==> src/rtl/pwm_breathe_multi_if.sv <==
`default_nettype none
// ============================================================================
// Module   : pwm_breathe_multi_if
// Purpose  : Configuration write port for pwm_breathe_multi. A write is
//            accepted on a rising clock edge where cfg_valid and cfg_ready
//            are both high.
// Signals  : cfg_valid  master->slave  write request
//            cfg_ready  slave->master  write can be accepted
//            cfg_ch     master->slave  target channel index
//            cfg_mode   master->slave  00 off, 01 static, 10 breathe, 11 on
//            cfg_duty   master->slave  static duty value
// Revision : 1.0  initial release
// ============================================================================
interface pwm_breathe_multi_if #(
  parameter int NUM_CH   = 3,
  parameter int PWM_BITS = 8
);
  localparam int c_CH_W = (NUM_CH > 1) ? $clog2(NUM_CH) : 1;

  logic                cfg_valid;
  logic                cfg_ready;
  logic [c_CH_W-1:0]   cfg_ch;
  logic [1:0]          cfg_mode;
  logic [PWM_BITS-1:0] cfg_duty;

  modport master (
    output cfg_valid,
    output cfg_ch,
    output cfg_mode,
    output cfg_duty,
    input  cfg_ready
  );

  modport slave (
    input  cfg_valid,
    input  cfg_ch,
    input  cfg_mode,
    input  cfg_duty,
    output cfg_ready
  );
endinterface
`default_nettype wire

==> src/rtl/pwm_breathe_multi.sv <==
`default_nettype none
// ============================================================================
// Module   : pwm_breathe_multi
// Purpose  : Multi-channel PWM LED driver. NUM_CH channels share one
//            free-running PWM counter; each channel is off, static duty,
//            triangle breathe or fully on. Settings written through the cfg
//            port are staged and only become active at a PWM period boundary
//            so the LED waveforms never glitch.
// Ports    : CLK          system clock
//            RST          asynchronous active-high reset
//            cfg          configuration write port (slave modport)
//            LED          registered LED drive pins, polarity per ACTIVE_LOW
//            period_tick  high on the last clock of every PWM period
// Revision : 1.0  initial release
// ============================================================================
module pwm_breathe_multi #(
  parameter int                 NUM_CH       = 3,
  parameter int                 PWM_BITS     = 8,
  parameter int                 STEP_PERIODS = 256,
  parameter int                 ACTIVE_LOW   = 1,
  parameter logic [1:0]         RESET_MODE   = 2'b10,
  parameter logic [NUM_CH-1:0]  INIT_DIR     = {NUM_CH{1'b1}}
) (
  input  wire logic               CLK,
  input  wire logic               RST,
  pwm_breathe_multi_if.slave      cfg,
  output logic [NUM_CH-1:0]       LED,
  output logic                    period_tick
);

  localparam int                  c_CH_W      = (NUM_CH > 1) ? $clog2(NUM_CH) : 1;
  localparam int                  c_STEP_W    = (STEP_PERIODS > 1) ? $clog2(STEP_PERIODS) : 1;
  localparam logic [PWM_BITS-1:0] c_MAX       = {PWM_BITS{1'b1}};
  localparam logic [c_STEP_W-1:0] c_STEP_LAST = c_STEP_W'(STEP_PERIODS - 1);
  localparam logic                c_UNLIT     = (ACTIVE_LOW != 0);

  localparam logic [1:0] c_MODE_OFF     = 2'b00;
  localparam logic [1:0] c_MODE_STATIC  = 2'b01;
  localparam logic [1:0] c_MODE_BREATHE = 2'b10;

  logic [PWM_BITS-1:0] r_pwm_cnt;
  logic [c_STEP_W-1:0] r_step_cnt;
  logic                r_cfg_ready;
  logic [NUM_CH-1:0]   r_led;

  logic                w_boundary;
  logic                w_step;
  logic                w_wr_en;
  logic [NUM_CH-1:0]   w_lit;

  assign w_boundary    = (r_pwm_cnt == c_MAX);
  // Breathe levels advance only on the boundary that completes a step interval.
  assign w_step        = w_boundary && (r_step_cnt == c_STEP_LAST);
  assign w_wr_en       = cfg.cfg_valid && r_cfg_ready;

  assign period_tick   = w_boundary;
  assign cfg.cfg_ready = r_cfg_ready;
  assign LED           = r_led;

  // Shared PWM counter, breathe step counter and write-ready flag.
  always_ff @(posedge CLK or posedge RST) begin
    if (RST) begin
      r_pwm_cnt   <= '0;
      r_step_cnt  <= '0;
      r_cfg_ready <= 1'b0;
    end else begin
      r_cfg_ready <= 1'b1;
      r_pwm_cnt   <= r_pwm_cnt + 1'b1;
      if (w_boundary) begin
        r_step_cnt <= w_step ? '0 : (r_step_cnt + 1'b1);
      end
    end
  end

  for (genvar gi = 0; gi < NUM_CH; gi++) begin : g_ch
    logic [1:0]          r_pend_mode;
    logic [1:0]          r_act_mode;
    logic [PWM_BITS-1:0] r_pend_duty;
    logic [PWM_BITS-1:0] r_act_duty;
    logic [PWM_BITS-1:0] r_level;
    logic                r_dir;
    logic                w_sel;
    logic                w_enter;
    logic                w_lit_ch;

    // Out-of-range channel indices match no channel, so such writes vanish.
    assign w_sel   = w_wr_en && (cfg.cfg_ch == c_CH_W'(gi));
    assign w_enter = (r_pend_mode == c_MODE_BREATHE) && (r_act_mode != c_MODE_BREATHE);

    always_ff @(posedge CLK or posedge RST) begin
      if (RST) begin
        r_pend_mode <= RESET_MODE;
        r_act_mode  <= RESET_MODE;
        r_pend_duty <= '0;
        r_act_duty  <= '0;
        r_dir       <= INIT_DIR[gi];
        r_level     <= INIT_DIR[gi] ? '0 : c_MAX;
      end else begin
        if (w_sel) begin
          r_pend_mode <= cfg.cfg_mode;
          r_pend_duty <= cfg.cfg_duty;
        end
        // The load samples the pending values from before this edge; a
        // write landing on the same edge waits for the next boundary.
        if (w_boundary) begin
          r_act_mode <= r_pend_mode;
          r_act_duty <= r_pend_duty;
          if (w_enter) begin
            r_level <= '0;
            r_dir   <= 1'b1;
          end else if (w_step && (r_act_mode == c_MODE_BREATHE)) begin
            // Triangle with no dwell: the end value is shown once, then the
            // direction flips and the neighbour value follows immediately.
            if (r_dir) begin
              if (r_level == c_MAX) begin
                r_dir   <= 1'b0;
                r_level <= c_MAX - 1'b1;
              end else begin
                r_level <= r_level + 1'b1;
              end
            end else begin
              if (r_level == '0) begin
                r_dir   <= 1'b1;
                r_level <= PWM_BITS'(1);
              end else begin
                r_level <= r_level - 1'b1;
              end
            end
          end
        end
      end
    end

    // Full-on mode bypasses the compare so the MAX count is lit as well.
    always_comb begin
      w_lit_ch = 1'b0;
      case (r_act_mode)
        c_MODE_OFF:     w_lit_ch = 1'b0;
        c_MODE_STATIC:  w_lit_ch = (r_pwm_cnt < r_act_duty);
        c_MODE_BREATHE: w_lit_ch = (r_pwm_cnt < r_level);
        default:        w_lit_ch = 1'b1;
      endcase
    end

    assign w_lit[gi] = w_lit_ch;
  end

  // Registered output: the lit window appears one clock after the compare.
  always_ff @(posedge CLK or posedge RST) begin
    if (RST) begin
      r_led <= {NUM_CH{c_UNLIT}};
    end else begin
      r_led <= w_lit ^ {NUM_CH{c_UNLIT}};
    end
  end

endmodule
`default_nettype wire

==> src/flat_wrapper.sv <==
// flat-port wrapper written by rule: the top's interface ports become plain ports
module pwm_breathe_multi_flat 
#(
  parameter int                 NUM_CH       = 3,
  parameter int                 PWM_BITS     = 8,
  parameter int                 STEP_PERIODS = 256,
  parameter int                 ACTIVE_LOW   = 1,
  parameter logic [1:0]         RESET_MODE   = 2'b10,
  parameter logic [NUM_CH-1:0]  INIT_DIR     = {NUM_CH{1'b1}}
)
  (CLK, RST, LED, period_tick, cfg_cfg_valid, cfg_cfg_ch, cfg_cfg_mode, cfg_cfg_duty, cfg_cfg_ready);
  pwm_breathe_multi_if #(.NUM_CH(NUM_CH), .PWM_BITS(PWM_BITS)) cfg_i ();
  input  wire logic CLK;
  input  wire logic RST;
  output logic [NUM_CH-1:0] LED;
  output logic period_tick;
  input wire logic [$bits(cfg_i.cfg_valid)-1:0] cfg_cfg_valid;
  input wire logic [$bits(cfg_i.cfg_ch)-1:0] cfg_cfg_ch;
  input wire logic [$bits(cfg_i.cfg_mode)-1:0] cfg_cfg_mode;
  input wire logic [$bits(cfg_i.cfg_duty)-1:0] cfg_cfg_duty;
  output wire logic [$bits(cfg_i.cfg_ready)-1:0] cfg_cfg_ready;
  assign cfg_i.cfg_valid = cfg_cfg_valid;
  assign cfg_i.cfg_ch = cfg_cfg_ch;
  assign cfg_i.cfg_mode = cfg_cfg_mode;
  assign cfg_i.cfg_duty = cfg_cfg_duty;
  assign cfg_cfg_ready = cfg_i.cfg_ready;
  pwm_breathe_multi #(.NUM_CH(NUM_CH), .PWM_BITS(PWM_BITS), .STEP_PERIODS(STEP_PERIODS), .ACTIVE_LOW(ACTIVE_LOW), .RESET_MODE(RESET_MODE), .INIT_DIR(INIT_DIR)) u_core (.CLK(CLK), .RST(RST), .cfg(cfg_i), .LED(LED), .period_tick(period_tick));
endmodule
==> config.mk <==
export PLATFORM = sky130hd
export DESIGN_NAME = pwm_breathe_multi_flat
export DESIGN_NICKNAME = d
export VERILOG_FILES = /design/src/rtl/pwm_breathe_multi_if.sv /design/src/rtl/pwm_breathe_multi.sv /design/src/flat_wrapper.sv
export SDC_FILE = /design/constraint.sdc
export NUM_CORES = 1
export LEC_CHECK = 0
export CELL_PAD_IN_SITES_DETAIL_PLACEMENT = 2
export CELL_PAD_IN_SITES_GLOBAL_PLACEMENT = 2
export CORE_ASPECT_RATIO = 1.1
export CORE_MARGIN = 3
export CORE_UTILIZATION = 35
export DETAILED_ROUTE_END_ITERATION = 16
export PLACE_DENSITY = 0.78
export SKIP_LAST_GASP = 1
export SYNTH_ARGS = -nofsm -noshare
export SYNTH_HDL_FRONTEND = slang
export SYNTH_SLANG_ARGS = --single-unit
==> constraint.sdc <==
create_clock -name CLK -period 5.34 [get_ports CLK]
set_input_delay 1.602 -clock CLK [delete_from_list [all_inputs] [get_ports CLK]]
set_output_delay 1.602 -clock CLK [all_outputs]
set_load 0.005 [all_outputs]
==> flow_metrics.env, run 1 <==
export IMPL_final_cell_mix="95 x dfrtp_1, 80 x nand2_1, 53 x ha_1"
export IMPL_grt_ovfl_total=0
export IMPL_initial_utilization_pct=36.4
export IMPL_critPathMaxFanout=17
export IMPL_pre_cts_ws_ns=1.92
export IMPL_clock_root_buffer="clkbuf_16"
export IMPL_internal_power_mw=1.25
export IMPL_syn_area_per_cell_um2=9.83
export IMPL_timing_final_ws_setup_ns=1.55
export IMPL_core_mm2=0.0173
export IMPL_yosys_warnings=0
export IMPL_maxSlewViolCount=0
export IMPL_path_class="reg -> out"
export IMPL_pwr_density_cell_mw_per_mm2=240
export IMPL_start_kind="register"
export IMPL_synthesis_area_mm2=0.00631
export IMPL_fmax_ghz=0.264
export IMPL_drt_wl_total_um=17400
export IMPL_num_vias=4888
export IMPL_dieArea_mm2=0.0197
export IMPL_final_common_cell="dfrtp_1"
export IMPL_multiInputGateArea_mm2=0.00329
export IMPL_synth_top_area_share_pct=37.7
export IMPL_synth_edf_count=0
export IMPL_switchingPower_uw=431
export IMPL_p_leak_nw=2.97
export IMPL_fin_crit_ns=3.79
export IMPL_hold_buffers=0
export IMPL_yosys_most_used_dff="dfrtp_1"
export IMPL_required_ns=3.74
export IMPL_detail_route_wl_per_cell_um=19.5
export IMPL_pin_count=20
export IMPL_reg2reg_depth=7
export IMPL_track_usage_pct=18.6
export IMPL_hold_viol=0
export IMPL_cp_cell_sequence="and4_4, nand4_4, inv_2, clkdlybuf4s50_1"
export IMPL_antennaDiodeCount=0
export IMPL_nFillCells=1886
export IMPL_regArea_mm2=0.00269
export IMPL_grt_antenna_before_repair=0
export IMPL_p_sw_share_pct=25.6
export IMPL_holdPathStages=2
export IMPL_power_share_sequential_pct=53.5
export IMPL_vdd_drop_max_uv=130
export IMPL_end_kind="primary output"
export IMPL_combPwrFrac_pct=5.8
export IMPL_slowest_stage="dfrtp_1"
export IMPL_synth_nets=710
export IMPL_slowest_delay_ns=0.61
export IMPL_synth_largest_area_cell="dfrtp_1"
export IMPL_clock_path_buffers=2
export IMPL_syn2layout_area_growth_pct=11.0
export IMPL_cts_buffers=9
export IMPL_final_antenna_net_count=0
export IMPL_synthCells=642
export IMPL_final_nets=719
export IMPL_drt_iter0_markers=218
export IMPL_setup_violations=0
export IMPL_die_w_um=134
export IMPL_setup_tns_ns=0
export IMPL_vias_per_cell=5.49
export IMPL_rsz0062_at_grt="false"
export IMPL_synth_area_top_cells="dfrtp_1 38%, ha_1 11%, mux2_2 5.5%, dfstp_2 5.0%, nand2_1 4.8%"
export IMPL_post_cts_buffers=0
export IMPL_maxCapViolCount=0
export IMPL_slew_headroom_pct=43.8
export IMPL_fin_worst_skew_ns=0.0108
export IMPL_cts_sinks=107
export IMPL_place_congestion=0.834
export IMPL_ys_seq_elements=107
export IMPL_clock_latency_ns=0.36
export IMPL_cts_resized=0
export IMPL_yosys_cell_types_count=75
export IMPL_pwr_share_clk_pct=40.8
export IMPL_htree_levels=3
export IMPL_num_rows=50
export IMPL_first_global_vias=5465
export IMPL_status="completed"
export IMPL_io_buffers=19
export IMPL_worstMarginPinSlew_ns=0.839
export IMPL_route_detailed_drc=0
export IMPL_hold_path_class="reg -> reg"
export IMPL_yosysSeqAreaShare_pct=42.7
export IMPL_drtPass1Iterations=4
export IMPL_async_flop_share_pct=100
export IMPL_clkTransAtPathRegs_ns=0.08
export IMPL_place_hpwl_um=12800
export IMPL_cts_tree="built"
export IMPL_die_y_um=147
export IMPL_grt_max_degree=66
export IMPL_layout_drive_gt1_share_pct=12.8
export IMPL_power_mw=1.68
export IMPL_grt_pass1_wl_um=29300
export IMPL_critPathArrivalTime_ns=2.19
export IMPL_fin_crit_sh_pct=71.1
## sequential cells by signal, summed over array words and instances (netlist names)
signal	cells
u_core.g_ch.r_pend_mode	6
u_core.cfg.cfg_ready	1
u_core.g_ch.r_pend_duty	24
u_core.g_ch.r_level	24
u_core.r_step_cnt	8
u_core.LED	3
u_core.g_ch.r_dir	3
u_core.r_pwm_cnt	8
u_core.g_ch.r_act_mode	6
u_core.g_ch.r_act_duty	24
## power groups by stage
stage	logic, mW	registers (mW)	clock network [mW]
5_1_grt	0.108	0.907	0.745
6_report	0.0969	0.900	0.686
4_1_cts	0.100	0.901	0.708
3_3_place_gp	0.0923	0.912	0
2_1_floorplan	0.0684	0.898	0
3_5_place_dp	0.0986	0.915	0
## path summary, 6_finish.rpt
path / slack [ns] / startpoint / end
worst max-delay path: 1.55 / u_core.r_pwm_cnt[3] / period_tick
worst min-delay path: 0.48 / u_core.g_ch[2].r_pend_mode[1] / u_core.g_ch[2].r_act_mode[1]
worst max register to register: 2.53 / u_core.r_pwm_cnt[3] / u_core.g_ch[0].r_level[7]
worst min register to register: 0.48 / u_core.g_ch[2].r_pend_mode[1] / u_core.g_ch[2].r_act_mode[1]
max in group asynchronous: 2.70 / RST / u_core.g_ch[0].r_pend_mode[1]
min in group asynchronous: 1.73 / RST / u_core.g_ch[1].r_pend_duty[6]
## cell families (layout without fill, tap and decap cells)
| group | count (synthesis) | in the layout | synth area share (%) |
|---|---|---|---|
| muxes | 33 | 33 | 5.85 |
| and+or+nand+nor | 189 | 189 | 16.2 |
| other | 1 | 1 | 0.0594 |
| AOI/OAI and AO/OA | 163 | 163 | 17.0 |
| DFF | 107 | 107 | 42.7 |
| adders and majority gates | 53 | 53 | 10.5 |
| xor gates and xnor gates | 18 | 18 | 2.50 |
| buffers and inverters | 78 | 92 | 5.21 |
## metrics by stage
| step | util (%) | hold WS, ns | instances | cell area (um^2) |
|---|---|---|---|---|
| 2_1_floorplan | - | 0.433 | 642 | 6310 |
| 3_3_place_gp | 38.6 | 0.453 | 874 | 6690 |
| 3_5_place_dp | 38.6 | 0.464 | 874 | 6690 |
| 4_1_cts | 40.4 | 0.478 | 890 | 7000 |
| 5_1_grt | 40.4 | 0.496 | 890 | 7000 |
| 6_report | 40.4 | 0.477 | 890 | 7000 |
## worst max-delay path, delay by kind of cell (launching register included)
family / cells / cell delay, ns
and+or+nand+nor: 2 / 0.58
buffers and inverters: 2 / 0.63
DFF: 1 / 0.61
## metal layers
| metal | vias up | wire length [um] | global-route usage (%) |
|---|---|---|---|
| met5 | - | 0 | 0 |
| met1 | 2489 | 7640 | 23.6 |
| li1 | 2319 | - | - |
| met3 | 26 | 383 | 2.16 |
| met2 | 54 | 8910 | 32.5 |
| met4 | 0 | 418 | 6.87 |
## cell type report
cell class                      count  area share (%)
Clock buffer                        9            3.22
Clock inverter                      7            1.21
Inverter                           54            2.93
Multi-Input combinational cell    457            47.0
Sequential cell                   107            38.4
Tap cell                          234            4.18
Timing Repair Buffer               22            3.04
## cell usage after synthesis (all sizes together) (3+ instances only)
| master | count |
|---|---|
| dfrtp | 95 |
| nand2 | 80 |
| inv | 54 |
| ha | 53 |
| o21ai | 51 |
| mux2 | 31 |
| a21oi | 28 |
| nor2 | 19 |
| nand3 | 18 |
| a21o | 16 |
| nand4 | 15 |
| xnor2 | 15 |
| buf | 13 |
| dfstp | 12 |
| clkbuf | 11 |
| nor3 | 10 |
| and3 | 8 |
| nand2b | 8 |
| o211ai | 7 |
| a31oi | 6 |
| o221ai | 6 |
| a22o | 5 |
| nor3b | 5 |
| o22a | 5 |
| a21boi | 4 |
| nor2b | 4 |
| nor4 | 4 |
| o21a | 4 |
| o22ai | 4 |
| a2111oi | 3 |
| and2 | 3 |
| nor4b | 3 |
| o21bai | 3 |
| o31ai | 3 |
| xor2 | 3 |
(Power assumes the default switching activity.)
==> inputs of run 2 (changes only) <==
- PLACE_DENSITY: 0.78 -> 0.81
- clock period: 5.34 -> 3.49 ns (I/O delays scaled with it)
==> run 2 against run 1 <==
Effect of this change:
- clock power increased by 49%
- sequential power increased by 54%
- flip-flop and latch count unchanged
- critical endpoint unchanged
- global-route usage increased by 0.81 points
- highest routed layer unchanged
- via count increased by 1.8%
- cell area increased by 0.36%
- critical path type unchanged
- critical path depth unchanged
- first-iteration DRC count decreased by 24%
- total power increased by 52%
- register-to-register slack got worse by 1.7 ns
==> flow_metrics.env, run 2 (synthesis gave the netlist of run 1 again) <==
export IMPL_status="completed"
export IMPL_place_hpwl_um=13400
export IMPL_setup_tns_ns=0
export IMPL_stdcell_area_mm2=0.00703
export IMPL_slew_headroom_pct=51.8
export IMPL_first_global_vias=5563
export IMPL_final_antenna_net_count=0
export IMPL_clock_path_buffers=2
export IMPL_fin_crit_ns=3.03
export IMPL_hold_buffers=0
export IMPL_dpl_cell_area_mm2=0.00674
export IMPL_setup_violations=0
export IMPL_layout_drive_gt1_share_pct=13.3
export IMPL_num_rows=50
export IMPL_io_buffers=19
export IMPL_pin_count=20
export IMPL_grt_ovfl_total=0
export IMPL_fin_crit_sh_pct=86.9
export IMPL_cts_buffers=9
export IMPL_drtPass1Iterations=4
export IMPL_final_common_cell="dfrtp_1"
export IMPL_final_cells=895
export IMPL_critPathArrivalTime_ns=1.98
export IMPL_fin_worst_skew_ns=0.00793
export IMPL_fmax_ghz=0.330
export IMPL_p_leak_nw=2.99
export IMPL_worstMarginPinSlew_ns=0.724
export IMPL_grt_max_degree=66
export IMPL_path_class="reg -> out"
export IMPL_cts_tree="built"
export IMPL_hold_path_class="reg -> reg"
export IMPL_core_mm2=0.0173
export IMPL_rsz0062_at_grt="false"
export IMPL_start_kind="register"
export IMPL_cts_sinks=107
export IMPL_route_detailed_drc=0
export IMPL_critPathMaxFanout=9
export IMPL_power_mw=2.56
export IMPL_track_usage_pct=19.4
export IMPL_dpl_cell_count=879
export IMPL_num_vias=4977
export IMPL_detail_route_wl_per_cell_um=20.1
export IMPL_slowest_delay_ns=0.56
export IMPL_die_w_um=134
export IMPL_antennaDiodeCount=0
export IMPL_final_cell_mix="95 x dfrtp_1, 80 x nand2_1, 53 x ha_1"
export IMPL_initial_utilization_pct=36.4
export IMPL_end_kind="primary output"
export IMPL_pwr_density_cell_mw_per_mm2=364
export IMPL_clock_latency_ns=0.36
export IMPL_place_congestion=0.775
export IMPL_vdd_drop_max_uv=233
export IMPL_clkTransAtPathRegs_ns=0.08
export IMPL_post_cts_buffers=0
export IMPL_dieArea_mm2=0.0197
export IMPL_maxCapViolCount=0
export IMPL_die_y_um=147
export IMPL_required_ns=2.44
export IMPL_cts_resized=0
export IMPL_final_nets=724
export IMPL_htree_levels=3
export IMPL_drt_wl_total_um=18000
export IMPL_cp_cell_sequence="ha_1, nand4_4, inv_2, clkdlybuf4s50_1"
export IMPL_maxSlewViolCount=0
export IMPL_grt_pass1_wl_um=30500
export IMPL_syn2layout_area_growth_pct=11.4
export IMPL_drt_iter0_markers=166
export IMPL_hold_viol=0
export IMPL_vias_per_cell=5.56
export IMPL_whs_ns=0.480
export IMPL_top_regs="u_core.g_ch.r_act_duty: 24 flops, u_core.g_ch.r_level: 24 flops, u_core.g_ch.r_pend_duty: 24 flops"
export IMPL_slowest_stage="dfrtp_1"
export IMPL_clock_root_buffer="clkbuf_16"
export IMPL_grt_antenna_before_repair=0
==> run 2: changes by cell type in the layout (fill, tap and decap cells not counted) <==
cell      before  now
clkinv_8       3    0
buf_12         0    1
clkbuf_1       0    1
inv_6          0    3
buf_4          3    7
inv_4          1    0
==> run 2: report_power, final <==
part / switching (mW) / total [mW] / internal, mW
logic: 0.0675 / 0.153 / 0.0858
registers: 0.0660 / 1.39 / 1.32
clock network: 0.515 / 1.02 / 0.501
==> run 2: stage by stage <==
step / setup WS, ns / util [%]
floorplan: 0.962 / -
global placement: 0.890 / 38.9
detailed placement: 0.834 / 38.9
CTS: 0.449 / 40.6
global route: 0.379 / 40.6
finish: 0.459 / 40.6
==> run 2: path summary, 6_finish.rpt <==
| path | start | to | slack (ns) | cells after the start |
|---|---|---|---|---|
| min in group asynchronous | RST | u_core.g_ch[0].r_level[1] | 1.14 | 3 |
| min reg2reg | u_core.g_ch[1].r_act_mode[1] | u_core.g_ch[1].r_act_mode[1] | 0.48 | 2 |
| max | u_core.r_pwm_cnt[1] | period_tick | 0.46 | 4 |
| max reg2reg | u_core.r_pwm_cnt[1] | u_core.g_ch[1].r_level[7] | 0.88 | 7 |
| max in group asynchronous | RST | u_core.g_ch[1].r_pend_mode[1] | 1.93 | 3 |
| min | u_core.g_ch[1].r_act_mode[1] | u_core.g_ch[1].r_act_mode[1] | 0.48 | 2 |
==> run 2: per-layer routing <==
layer	vias up	track usage, %	wire length [um]
li1	2330	-	-
met1	2569	24.6	7970
met2	54	33.8	9320
met3	24	2.50	296
met4	0	6.98	402
met5	-	0	0
==> run 2: cell type report <==
| cell class | count | area (um^2) |
|---|---|---|
| repair buffers | 27 | 263 |
| clock buffers | 10 | 229 |
| multi-input cells | 457 | 3290 |
| flip-flops and latches | 107 | 2690 |
| fillers | 1861 | 10300 |
| inverters | 54 | 206 |
| well taps | 234 | 293 |
| clock inverters | 6 | 55.1 |
==> run 2: critical path, delay by kind of cell (launching register included) <==
family	cells	cell delay [ns]
adder cells (fa/ha/maj)	1	0.35
buffers and inverters	2	0.59
flip-flops	1	0.56
AND/OR/NAND/NOR	1	0.13
==> inputs of run 3 (changes only) <==
--- a/config.mk
+++ b/config.mk
@@ -13,3 +13,3 @@
 export DETAILED_ROUTE_END_ITERATION = 16
-export PLACE_DENSITY = 0.81
+export PLACE_DENSITY_LB_ADDON = 0.1
 export SKIP_LAST_GASP = 1
==> constraint.sdc (replaced) <==
create_clock -name CLK -period 3.49 [get_ports CLK]
set_input_delay 0.698 -clock CLK [delete_from_list [all_inputs] [get_ports CLK]]
set_output_delay 0.698 -clock CLK [all_outputs]
set_load 0.005 [all_outputs]
==> run 3 against run 2 <==
Effect of this change:
- critical path depth is the same
- non-clock buffer count is 2 lower
- first-iteration DRC count decreased by 1.8%
- cell count down 0.22%
- wire length down 1.9%
- hold slack lost 0.0023 ns
- largest cell class unchanged
- via count fell by 1.5%
==> flow_metrics.env, run 3 (synthesis gave the netlist of run 1 again) <==
export IMPL_final_nets=722
export IMPL_top_usage_layer="met2"
export IMPL_num_vias=4901
export IMPL_die_y_um=147
export IMPL_place_congestion=0.774
export IMPL_power_share_sequential_pct=52.9
export IMPL_dpl_cell_area_mm2=0.00673
export IMPL_detail_route_wl_per_cell_um=19.8
export IMPL_holdPathStages=2
export IMPL_timing_final_ws_setup_ns=0.547
export IMPL_antennaDiodeCount=0
export IMPL_fmax_ghz=0.340
export IMPL_met2_usage_pct=33.0
export IMPL_grt_pass1_wl_um=29500
export IMPL_drtPass1Iterations=4
export IMPL_reg2reg_depth=7
export IMPL_drt_wl_total_um=17700
export IMPL_p_sw_share_pct=25.7
export IMPL_fin_worst_skew_ns=0.0128
export IMPL_io_buffers=19
export IMPL_path_class="reg -> out"
export IMPL_setup_tns_ns=0
export IMPL_grt_ovfl_total=0
export IMPL_regToRegStartpoint="u_core.r_pwm_cnt[1]"
export IMPL_end_kind="primary output"
export IMPL_pin_count=20
export IMPL_place_hpwl_um=12700
export IMPL_critPathMaxFanout=17
export IMPL_p_leak_nw=2.98
export IMPL_grt_antenna_before_repair=0
export IMPL_pwr_share_clk_pct=41.3
export IMPL_grt_met1_usage_pct=24.6
export IMPL_grt_max_degree=108
export IMPL_combPwrFrac_pct=5.8
export IMPL_internal_power_mw=1.92
export IMPL_switchingPower_uw=664
export IMPL_syn2layout_area_growth_pct=11.4
export IMPL_clock_path_buffers=2
export IMPL_required_ns=2.79
export IMPL_hold_path_end="u_core.g_ch[1].r_act_duty[0]"
export IMPL_drt_iter0_markers=163
export IMPL_pre_cts_ws_ns=0.887
export IMPL_first_global_vias=5475
export IMPL_core_mm2=0.0173
export IMPL_htree_levels=3
export IMPL_vdd_drop_max_uv=239
export IMPL_clkTransAtPathRegs_ns=0.09
export IMPL_maxSlewViolCount=0
export IMPL_num_rows=50
export IMPL_cts_tree="built"
export IMPL_grt_met3_usage_pct=2.19
export IMPL_r2r_slack_ns=0.97
export IMPL_hold_path_class="reg -> reg"
export IMPL_final_antenna_net_count=0
export IMPL_hold_viol=0
export IMPL_vias_per_cell=5.49
export IMPL_clock_latency_ns=0.37
export IMPL_critPathArrivalTime_ns=2.24
export IMPL_rsz0062_at_grt="false"
export IMPL_final_common_cell="dfrtp_1"
export IMPL_slew_headroom_pct=45.6
export IMPL_initial_utilization_pct=36.4
export IMPL_track_usage_pct=18.8
export IMPL_cts_sinks=107
export IMPL_worstMarginPinSlew_ns=0.811
export IMPL_setup_violations=0
export IMPL_route_detailed_drc=0
export IMPL_cts_resized=0
export IMPL_whs_ns=0.478
export IMPL_stdcell_area_mm2=0.00703
export IMPL_dieArea_mm2=0.0197
export IMPL_status="completed"
export IMPL_min_delay_start="u_core.g_ch[1].r_pend_duty[0]"
export IMPL_clock_root_buffer="clkbuf_16"
export IMPL_layout_drive_gt1_share_pct=13.2
export IMPL_fin_crit_sh_pct=84.3
export IMPL_maxCapViolCount=0
export IMPL_pwr_density_cell_mw_per_mm2=368
export IMPL_power_mw=2.59
export IMPL_hold_buffers=0
export IMPL_final_cell_mix="95 x dfrtp_1, 80 x nand2_1, 53 x ha_1"
export IMPL_die_w_um=134
export IMPL_reg2reg_to="u_core.g_ch[0].r_level[7]"
export IMPL_post_cts_buffers=0
export IMPL_start_kind="register"
export IMPL_fin_crit_ns=2.94
export IMPL_cts_buffers=9
export IMPL_top_regs="u_core.g_ch.r_act_duty: 24 flops, u_core.g_ch.r_level: 24 flops, u_core.g_ch.r_pend_duty: 24 flops"
-- run 3: changes by cell type in the layout (fill, tap and decap cells not counted) --
cell        previous run  this run
clkinv_8               0         1
buf_4                  7         5
clkbuf_1               1         0
clkinvlp_4             1         2
inv_8                  1         4
inv_6                  3         1
clkinv_4               2         0
-- run 3: power groups by stage --
stage	logic (mW)	clock network (mW)	registers [mW]
finish	0.150	1.07	1.37
global route	0.166	1.16	1.38
CTS	0.156	1.10	1.37
detailed placement	0.155	0	1.39
global placement	0.147	0	1.39
floorplan	0.105	0	1.37
-- run 3: how the worst max path moves through the flow --
stage	slack, ns	endpoint	start	depth (start not counted)
floorplan	1.31	period_tick	u_core.r_pwm_cnt[2]	6
global placement	0.94	period_tick	u_core.r_pwm_cnt[1]	4
detailed placement	0.89	period_tick	u_core.r_pwm_cnt[1]	4
CTS	0.49	period_tick	u_core.r_pwm_cnt[1]	4
global route	0.37	period_tick	u_core.r_pwm_cnt[1]	4
finish	0.55	period_tick	u_core.r_pwm_cnt[1]	4
-- run 3: layout make-up --
type                       count  area [um^2]
fill                        1881        10300
tap                          234          293
inverter                      54          206
sequential                   107         2690
clock buffer                   9          225
timing repair buffer          25          248
multi-input combinational    457         3290
clock inverter                 7         77.6
-- run 3: per-layer routing --
metal	wire, um	vias up
li1	-	2321
met1	8240	2538
met2	8950	28
met3	232	14
met4	226	0
met5	0	-
-- run 3: per-stage QoR --
stage                     utilization [%]  instances
after detailed placement             38.8        877
final                                40.6        893
after global routing                 40.6        893
after global placement               38.8        877
after CTS                            40.6        893
after floorplan                         -        642
-- run 3: critical path: stages (launching register included) --
cell,delay [ns]
dfrtp_1,0.56
ha_1,0.37
nand4_4,0.29
inv_2,0.15
clkdlybuf4s50_1,0.51
